### src/rtl/axil_cfg_master.sv
`default_nettype none
// ============================================================================
// Module      : axil_cfg_master
// Description : AXI4-Lite configuration master. Holds NUM_REGS 32-bit shadow
//               registers, and on start writes a snapshot of them to byte
//               offsets 0,4,8,... of an AXI4-Lite slave. With verify_en set
//               at start, it reads each register back and compares it against
//               the snapshot. Each channel handshake has a bounded wait.
// Ports       : clk, rst            - clock, synchronous active-high reset
//               cfg_we/idx/wdata    - shadow register write port
//               start, verify_en    - sequence launch (verify sampled at start)
//               busy, done          - sequence in progress / end pulse
//               err, err_code/idx   - sticky error status
//               m_axi_aw*/w*/b*     - AXI4-Lite write channels
//               m_axi_ar*/r*        - AXI4-Lite read channels
// Revision    : 1.0 - initial release
// ============================================================================
module axil_cfg_master #(
    parameter int ADDR_W   = 4,
    parameter int NUM_REGS = 4,
    parameter int TIMEOUT  = 255
) (
    input  logic              clk,
    input  logic              rst,
    input  logic              cfg_we,
    input  logic [1:0]        cfg_idx,
    input  logic [31:0]       cfg_wdata,
    input  logic              start,
    input  logic              verify_en,
    output logic              busy,
    output logic              done,
    output logic              err,
    output logic [2:0]        err_code,
    output logic [1:0]        err_idx,
    output logic [ADDR_W-1:0] m_axi_awaddr,
    output logic [2:0]        m_axi_awprot,
    output logic              m_axi_awvalid,
    input  logic              m_axi_awready,
    output logic [31:0]       m_axi_wdata,
    output logic [3:0]        m_axi_wstrb,
    output logic              m_axi_wvalid,
    input  logic              m_axi_wready,
    input  logic [1:0]        m_axi_bresp,
    input  logic              m_axi_bvalid,
    output logic              m_axi_bready,
    output logic [ADDR_W-1:0] m_axi_araddr,
    output logic [2:0]        m_axi_arprot,
    output logic              m_axi_arvalid,
    input  logic              m_axi_arready,
    input  logic [31:0]       m_axi_rdata,
    input  logic [1:0]        m_axi_rresp,
    input  logic              m_axi_rvalid,
    output logic              m_axi_rready
);

    localparam int         c_CNT_W    = $clog2(TIMEOUT + 1);
    localparam logic [c_CNT_W-1:0] c_TMO_LAST = c_CNT_W'(TIMEOUT - 1);
    localparam logic [1:0] c_LAST_IDX = 2'(NUM_REGS - 1);

    localparam logic [2:0] c_ERR_NONE  = 3'd0;
    localparam logic [2:0] c_ERR_BRESP = 3'd1;
    localparam logic [2:0] c_ERR_RRESP = 3'd2;
    localparam logic [2:0] c_ERR_MISM  = 3'd3;
    localparam logic [2:0] c_ERR_TMO   = 3'd4;

    typedef enum logic [2:0] {
        S_IDLE    = 3'd0,
        S_WR_REQ  = 3'd1,
        S_WR_RESP = 3'd2,
        S_RD_REQ  = 3'd3,
        S_RD_RESP = 3'd4,
        S_FIN     = 3'd5
    } state_t;

    state_t               r_state;
    state_t               w_state_nxt;
    logic [31:0]          r_shadow [NUM_REGS];
    logic [31:0]          r_copy   [NUM_REGS];
    logic [1:0]           r_idx;
    logic [1:0]           w_idx_nxt;
    logic                 r_verify;
    logic                 r_aw_done;
    logic                 r_w_done;
    logic [c_CNT_W-1:0]   r_tmo_cnt;
    logic                 r_err;
    logic [2:0]           r_err_code;
    logic [1:0]           r_err_idx;

    logic                 w_start_acc;
    logic                 w_aw_hs;
    logic                 w_w_hs;
    logic                 w_wr_both;
    logic                 w_tmo_hit;
    logic                 w_pending;
    logic                 w_err_set;
    logic [2:0]           w_err_code;

    // Start is only honoured from IDLE; a start during a sequence is dropped.
    assign w_start_acc = start && (r_state == S_IDLE);

    assign w_aw_hs   = m_axi_awvalid && m_axi_awready;
    assign w_w_hs    = m_axi_wvalid && m_axi_wready;
    // Both write handshakes complete, in this cycle or an earlier one.
    assign w_wr_both = (r_aw_done || w_aw_hs) && (r_w_done || w_w_hs);
    assign w_tmo_hit = (r_tmo_cnt == c_TMO_LAST);

    // Master channel outputs are decoded straight from registered state.
    assign m_axi_awaddr  = ADDR_W'({r_idx, 2'b00});
    assign m_axi_awprot  = 3'b000;
    assign m_axi_awvalid = (r_state == S_WR_REQ) && !r_aw_done;
    assign m_axi_wdata   = r_copy[r_idx];
    assign m_axi_wstrb   = 4'hF;
    assign m_axi_wvalid  = (r_state == S_WR_REQ) && !r_w_done;
    assign m_axi_bready  = (r_state == S_WR_RESP);
    assign m_axi_araddr  = ADDR_W'({r_idx, 2'b00});
    assign m_axi_arprot  = 3'b000;
    assign m_axi_arvalid = (r_state == S_RD_REQ);
    assign m_axi_rready  = (r_state == S_RD_RESP);

    assign busy     = (r_state != S_IDLE);
    assign done     = (r_state == S_FIN);
    assign err      = r_err;
    assign err_code = r_err_code;
    assign err_idx  = r_err_idx;

    // ------------------------------------------------------------------
    // Next-state logic
    // ------------------------------------------------------------------
    always_comb begin
        w_state_nxt = r_state;
        w_idx_nxt   = r_idx;
        w_err_set   = 1'b0;
        w_err_code  = c_ERR_NONE;
        w_pending   = 1'b0;
        case (r_state)
            S_IDLE: begin
                if (start) begin
                    w_state_nxt = S_WR_REQ;
                    w_idx_nxt   = 2'd0;
                end
            end
            S_WR_REQ: begin
                w_pending = !w_wr_both;
                if (w_wr_both) begin
                    w_state_nxt = S_WR_RESP;
                end else if (w_tmo_hit) begin
                    w_err_set   = 1'b1;
                    w_err_code  = c_ERR_TMO;
                    w_state_nxt = S_FIN;
                end
            end
            S_WR_RESP: begin
                w_pending = !m_axi_bvalid;
                if (m_axi_bvalid) begin
                    if (m_axi_bresp != 2'b00) begin
                        w_err_set   = 1'b1;
                        w_err_code  = c_ERR_BRESP;
                        w_state_nxt = S_FIN;
                    end else if (r_idx != c_LAST_IDX) begin
                        w_idx_nxt   = r_idx + 2'd1;
                        w_state_nxt = S_WR_REQ;
                    end else if (r_verify) begin
                        w_idx_nxt   = 2'd0;
                        w_state_nxt = S_RD_REQ;
                    end else begin
                        w_state_nxt = S_FIN;
                    end
                end else if (w_tmo_hit) begin
                    w_err_set   = 1'b1;
                    w_err_code  = c_ERR_TMO;
                    w_state_nxt = S_FIN;
                end
            end
            S_RD_REQ: begin
                w_pending = !m_axi_arready;
                if (m_axi_arready) begin
                    w_state_nxt = S_RD_RESP;
                end else if (w_tmo_hit) begin
                    w_err_set   = 1'b1;
                    w_err_code  = c_ERR_TMO;
                    w_state_nxt = S_FIN;
                end
            end
            S_RD_RESP: begin
                w_pending = !m_axi_rvalid;
                if (m_axi_rvalid) begin
                    // A bad response outranks a data compare on the same beat.
                    if (m_axi_rresp != 2'b00) begin
                        w_err_set   = 1'b1;
                        w_err_code  = c_ERR_RRESP;
                        w_state_nxt = S_FIN;
                    end else if (m_axi_rdata != r_copy[r_idx]) begin
                        w_err_set   = 1'b1;
                        w_err_code  = c_ERR_MISM;
                        w_state_nxt = S_FIN;
                    end else if (r_idx != c_LAST_IDX) begin
                        w_idx_nxt   = r_idx + 2'd1;
                        w_state_nxt = S_RD_REQ;
                    end else begin
                        w_state_nxt = S_FIN;
                    end
                end else if (w_tmo_hit) begin
                    w_err_set   = 1'b1;
                    w_err_code  = c_ERR_TMO;
                    w_state_nxt = S_FIN;
                end
            end
            S_FIN: begin
                w_state_nxt = S_IDLE;
            end
            default: begin
                w_state_nxt = S_IDLE;
            end
        endcase
    end

    // ------------------------------------------------------------------
    // State, handshake tracking, timeout and error status
    // ------------------------------------------------------------------
    always_ff @(posedge clk) begin
        if (rst) begin
            r_state    <= S_IDLE;
            r_idx      <= 2'd0;
            r_verify   <= 1'b0;
            r_aw_done  <= 1'b0;
            r_w_done   <= 1'b0;
            r_tmo_cnt  <= '0;
            r_err      <= 1'b0;
            r_err_code <= c_ERR_NONE;
            r_err_idx  <= 2'd0;
        end else begin
            r_state <= w_state_nxt;
            r_idx   <= w_idx_nxt;

            if (w_start_acc) begin
                r_verify <= verify_en;
            end

            // Per-channel completion flags live only inside one WR_REQ visit,
            // letting AW and W retire independently of each other.
            if ((r_state == S_WR_REQ) && (w_state_nxt == S_WR_REQ)) begin
                r_aw_done <= r_aw_done || w_aw_hs;
                r_w_done  <= r_w_done  || w_w_hs;
            end else begin
                r_aw_done <= 1'b0;
                r_w_done  <= 1'b0;
            end

            // Restart the wait budget on every state change.
            if (w_state_nxt != r_state) begin
                r_tmo_cnt <= '0;
            end else if (w_pending) begin
                r_tmo_cnt <= r_tmo_cnt + c_CNT_W'(1);
            end

            if (w_start_acc) begin
                r_err      <= 1'b0;
                r_err_code <= c_ERR_NONE;
                r_err_idx  <= 2'd0;
            end else if (w_err_set) begin
                r_err      <= 1'b1;
                r_err_code <= w_err_code;
                r_err_idx  <= r_idx;
            end
        end
    end

    // Shadow registers accept writes at any time.
    always_ff @(posedge clk) begin
        if (rst) begin
            for (int i = 0; i < NUM_REGS; i++) begin
                r_shadow[i] <= 32'd0;
            end
        end else if (cfg_we && (int'(cfg_idx) < NUM_REGS)) begin
            r_shadow[cfg_idx] <= cfg_wdata;
        end
    end

    // Snapshot used by the running sequence; later shadow writes do not
    // disturb it.
    always_ff @(posedge clk) begin
        if (w_start_acc) begin
            r_copy <= r_shadow;
        end
    end

endmodule
`default_nettype wire

### config.mk
export PLATFORM = sky130hd
export DESIGN_NAME = axil_cfg_master
export DESIGN_NICKNAME = d
export VERILOG_FILES = /design/src/rtl/axil_cfg_master.sv
export SDC_FILE = /design/constraint.sdc
export NUM_CORES = 1
export LEC_CHECK = 0
export ABC_CLOCK_PERIOD_IN_PS = 12270
export CAP_MARGIN = 20
export CORE_UTILIZATION = 30
export DETAILED_ROUTE_END_ITERATION = 12
export SYNTH_ARGS = -nofsm -noshare
export SYNTH_HDL_FRONTEND = slang
export SYNTH_SLANG_ARGS = --single-unit
export TNS_END_PERCENT = 100
### constraint.sdc
create_clock -name clk -period 12.27 [get_ports clk]
set_clock_uncertainty 0.05 [all_clocks]
set_input_delay 1.8405 -clock clk [delete_from_list [all_inputs] [get_ports clk]]
set_output_delay 1.8405 -clock clk [all_outputs]
set_load 0.005 [all_outputs]
==> flow_summary.yaml <==
outcome:
  outcome: "complete, no violations"
clock_tree:
  cts_resized: 0
  clock_latency_ps: 530
  h-tree-depth: 1
  cts_sinks: 278
  postCtsHoldBufs: 0
  cts_root_buf: "clkbuf_16"
  cts_inserted_buffers: 28
  clkSlewWorstSetupHoldPaths_ps: 60
  clock_path_buffers: 3
  cts_tree: "done"
  post_cts_buffers: 0
floorplanning:
  die_y_um: 191
  rows: 68
  io_pins: 143
  die_area_sq_mm: 0.0364
  initial_core_util_pct: 30.8
  dieWidth_um: 191
  core_area_sq_mm: 0.0348
synthesis:
  synth_top_cell_area_share_pct: 35.9
  yosysSeqAreaShare_pct: 64.0
  avgSynthCellArea_sq_um: 11.3
  netlist_area_sq_mm: 0.0107
  synth_cell_type_count: 48
  synth_warnings: 0
  ys_top_cells_by_area: "edfxtp_1 36%, dfxtp_1 28%, nand2_1 9.5%, mux4_2 6.7%, a21oi_1 6.2%"
  synthArstFlopShare_pct: 0
  synth-edff-count: 128
  ys_seq_elements: 278
  synth_area_leader_cell: "edfxtp_1"
  synth_flop_cell: "dfxtp_1"
  synth_cells: 947
sta:
  fmax_mhz: 208
  relSlewSlack_pct: 28.6
  fin_setup_tns_ps: 0
  tightest_slew_ps: 1070
  drv_slew: 0
  hold_violations: 0
  finalCritPeriodShare_pct: 39.2
  finalSetupViolCount: 0
  grt_setup_unrepaired: "no"
  post-route-min-period_ps: 4810
power_and_ir_drop:
  totalPowerFinal_uw: 2050
  worst_ir_drop_vdd_mv: 0.0848
  p_leak_uw: 0.00441
  powerDensity_mw_per_mm2: 155
grt:
  grt_overflow: 0
  track_usage_pct: 15.1
  antenna_found_initial: 4
  grt_pass1_vias: 6915
  grt_pass1_wl_mm: 41.5
  grt_start_max_net_pins: 99
final_layout:
  layout_commonest_cell: "nand2_1"
  syn_to_final_growth_pct: 23.7
  stdcell_count: 1535
  nets: 1139
  final_area_sq_mm: 0.0132
  utilization_pct: 38.1
  mostFrequentLayoutCells: "272 x nand2_1, 148 x dfxtp_1, 132 x a21oi_1"
  drive_above_1_share_pct: 9.09
  fillCellCount: 3360
setup_path:
  r2r_cells: 8
  cp.arrival_ps: 2920
  start_kind: "register"
  worstSetupPathType: "register to output port"
  endpoint_kind: "output port"
  critPathRequiredTime_ps: 10380
  crit_fanout: 21
job:
  maxCapViolations: 0
routing:
  wl_per_cell_um: 17.8
  ant_nets: 0
  drt_iter0_drc: 488
  vias_per_cell: 4.69
  firstDrtPassIters: 5
  routed_wl_mm: 27.3
  remaining_drc_errors: 0
  num_vias: 7194
min_path:
  worstHoldPathType: "register to register"
  min_path_cells: 0
place:
  dp_hpwl_mm: 17.2
  place_inst: 1481
  numPortBuffers: 128
  placed_area_sq_mm: 0.0123
  gp_congestion: 0.865
-- registers in the layout, indices dropped and copies added (netlist names), 2 cells and up --
signal     flops
err_code       3
r_shadow     128
r_idx          2
r_state        3
r_tmo_cnt      8
err_idx        2
r_copy       128
-- worst max-delay path, stage by stage, from the launching register on --
cell and delay [ps]:
dfxtp_2 690, buf_4 540, mux4_2 660, clkdlybuf4s50_1 480
-- logic make-up after synthesis --
logic type | synth area share, %
buffers and inverters | 3.57
adders and majority gates | 0.351
AOI/OAI and AO/OA | 8.08
muxes | 7.11
DFF | 64.0
xor gates and xnor gates | 3.19
other | 0.0702
and+or+nand+nor | 13.7
-- per-layer routing --
| layer | up-vias | track usage, % | share of wire [%] |
|---|---|---|---|
| met3 | 34 | 2.85 | 6.4 |
| met4 | 4 | 3.23 | 1.6 |
| met5 | - | 0 | 0.12 |
| li1 | 3476 | - | - |
| met2 | 206 | 24.1 | 47 |
| met1 | 3474 | 21.0 | 45 |
-- per-stage QoR --
step	setup slack, ps	hold slack (ps)
after floorplan	5400	358
after global placement	7690	361
after detailed placement	7690	363
after CTS	7360	373
after global routing	7240	377
final	7460	372
-- worst paths after layout --
path                             startpoint                     to  slack [ps]
setup / recovery      r_idx[0]$_SDFFE_PP0P_        m_axi_wdata[29]        7460
hold / removal    r_shadow[17]$_SDFFE_PP0P_   r_copy[17]$_DFFE_PP_         370
setup reg to reg      r_idx[0]$_SDFFE_PP0P_  r_state[1]$_SDFF_PP0_        8230
hold reg to reg   r_shadow[17]$_SDFFE_PP0P_   r_copy[17]$_DFFE_PP_         370
-- synthesized netlist by cell type (all sizes together), types with 3 or more instances --
| master | number |
|---|---|
| a31oi | 5 |
| edfxtp | 128 |
| mux4 | 32 |
| a21oi | 132 |
| xnor2 | 35 |
| buf | 23 |
| nor2 | 29 |
| xor2 | 4 |
| o21ai | 8 |
| mux2i | 4 |
| nand4 | 13 |
| nand3 | 6 |
| a211oi | 3 |
| or2 | 3 |
| inv | 6 |
| o22ai | 3 |
| nor2b | 3 |
| and3 | 4 |
| clkbuf | 48 |
| nand2 | 272 |
| ha | 3 |
| nand2b | 6 |
| dfxtp | 150 |
-- report_power, final --
| part | total [uW] | switching, uW | internal, uW |
|---|---|---|---|
| clock | 835 | 344 | 491 |
| sequential | 1040 | 16.9 | 1020 |
| combinational | 175 | 98.5 | 76.6 |
-- layout make-up --
type,instances,area (sq um),share of cell area [%]
repair buffers,138,1350,10.2
well taps,455,569,4.30
flip-flops and latches,278,6850,51.7
clock inverters,8,70.1,0.529
multi-input cells,604,3530,26.7
inverters,6,22.5,0.170
clock buffers,44,842,6.36
diodes,2,5.00,0.0378
Power figures use the tool's default switching activity.
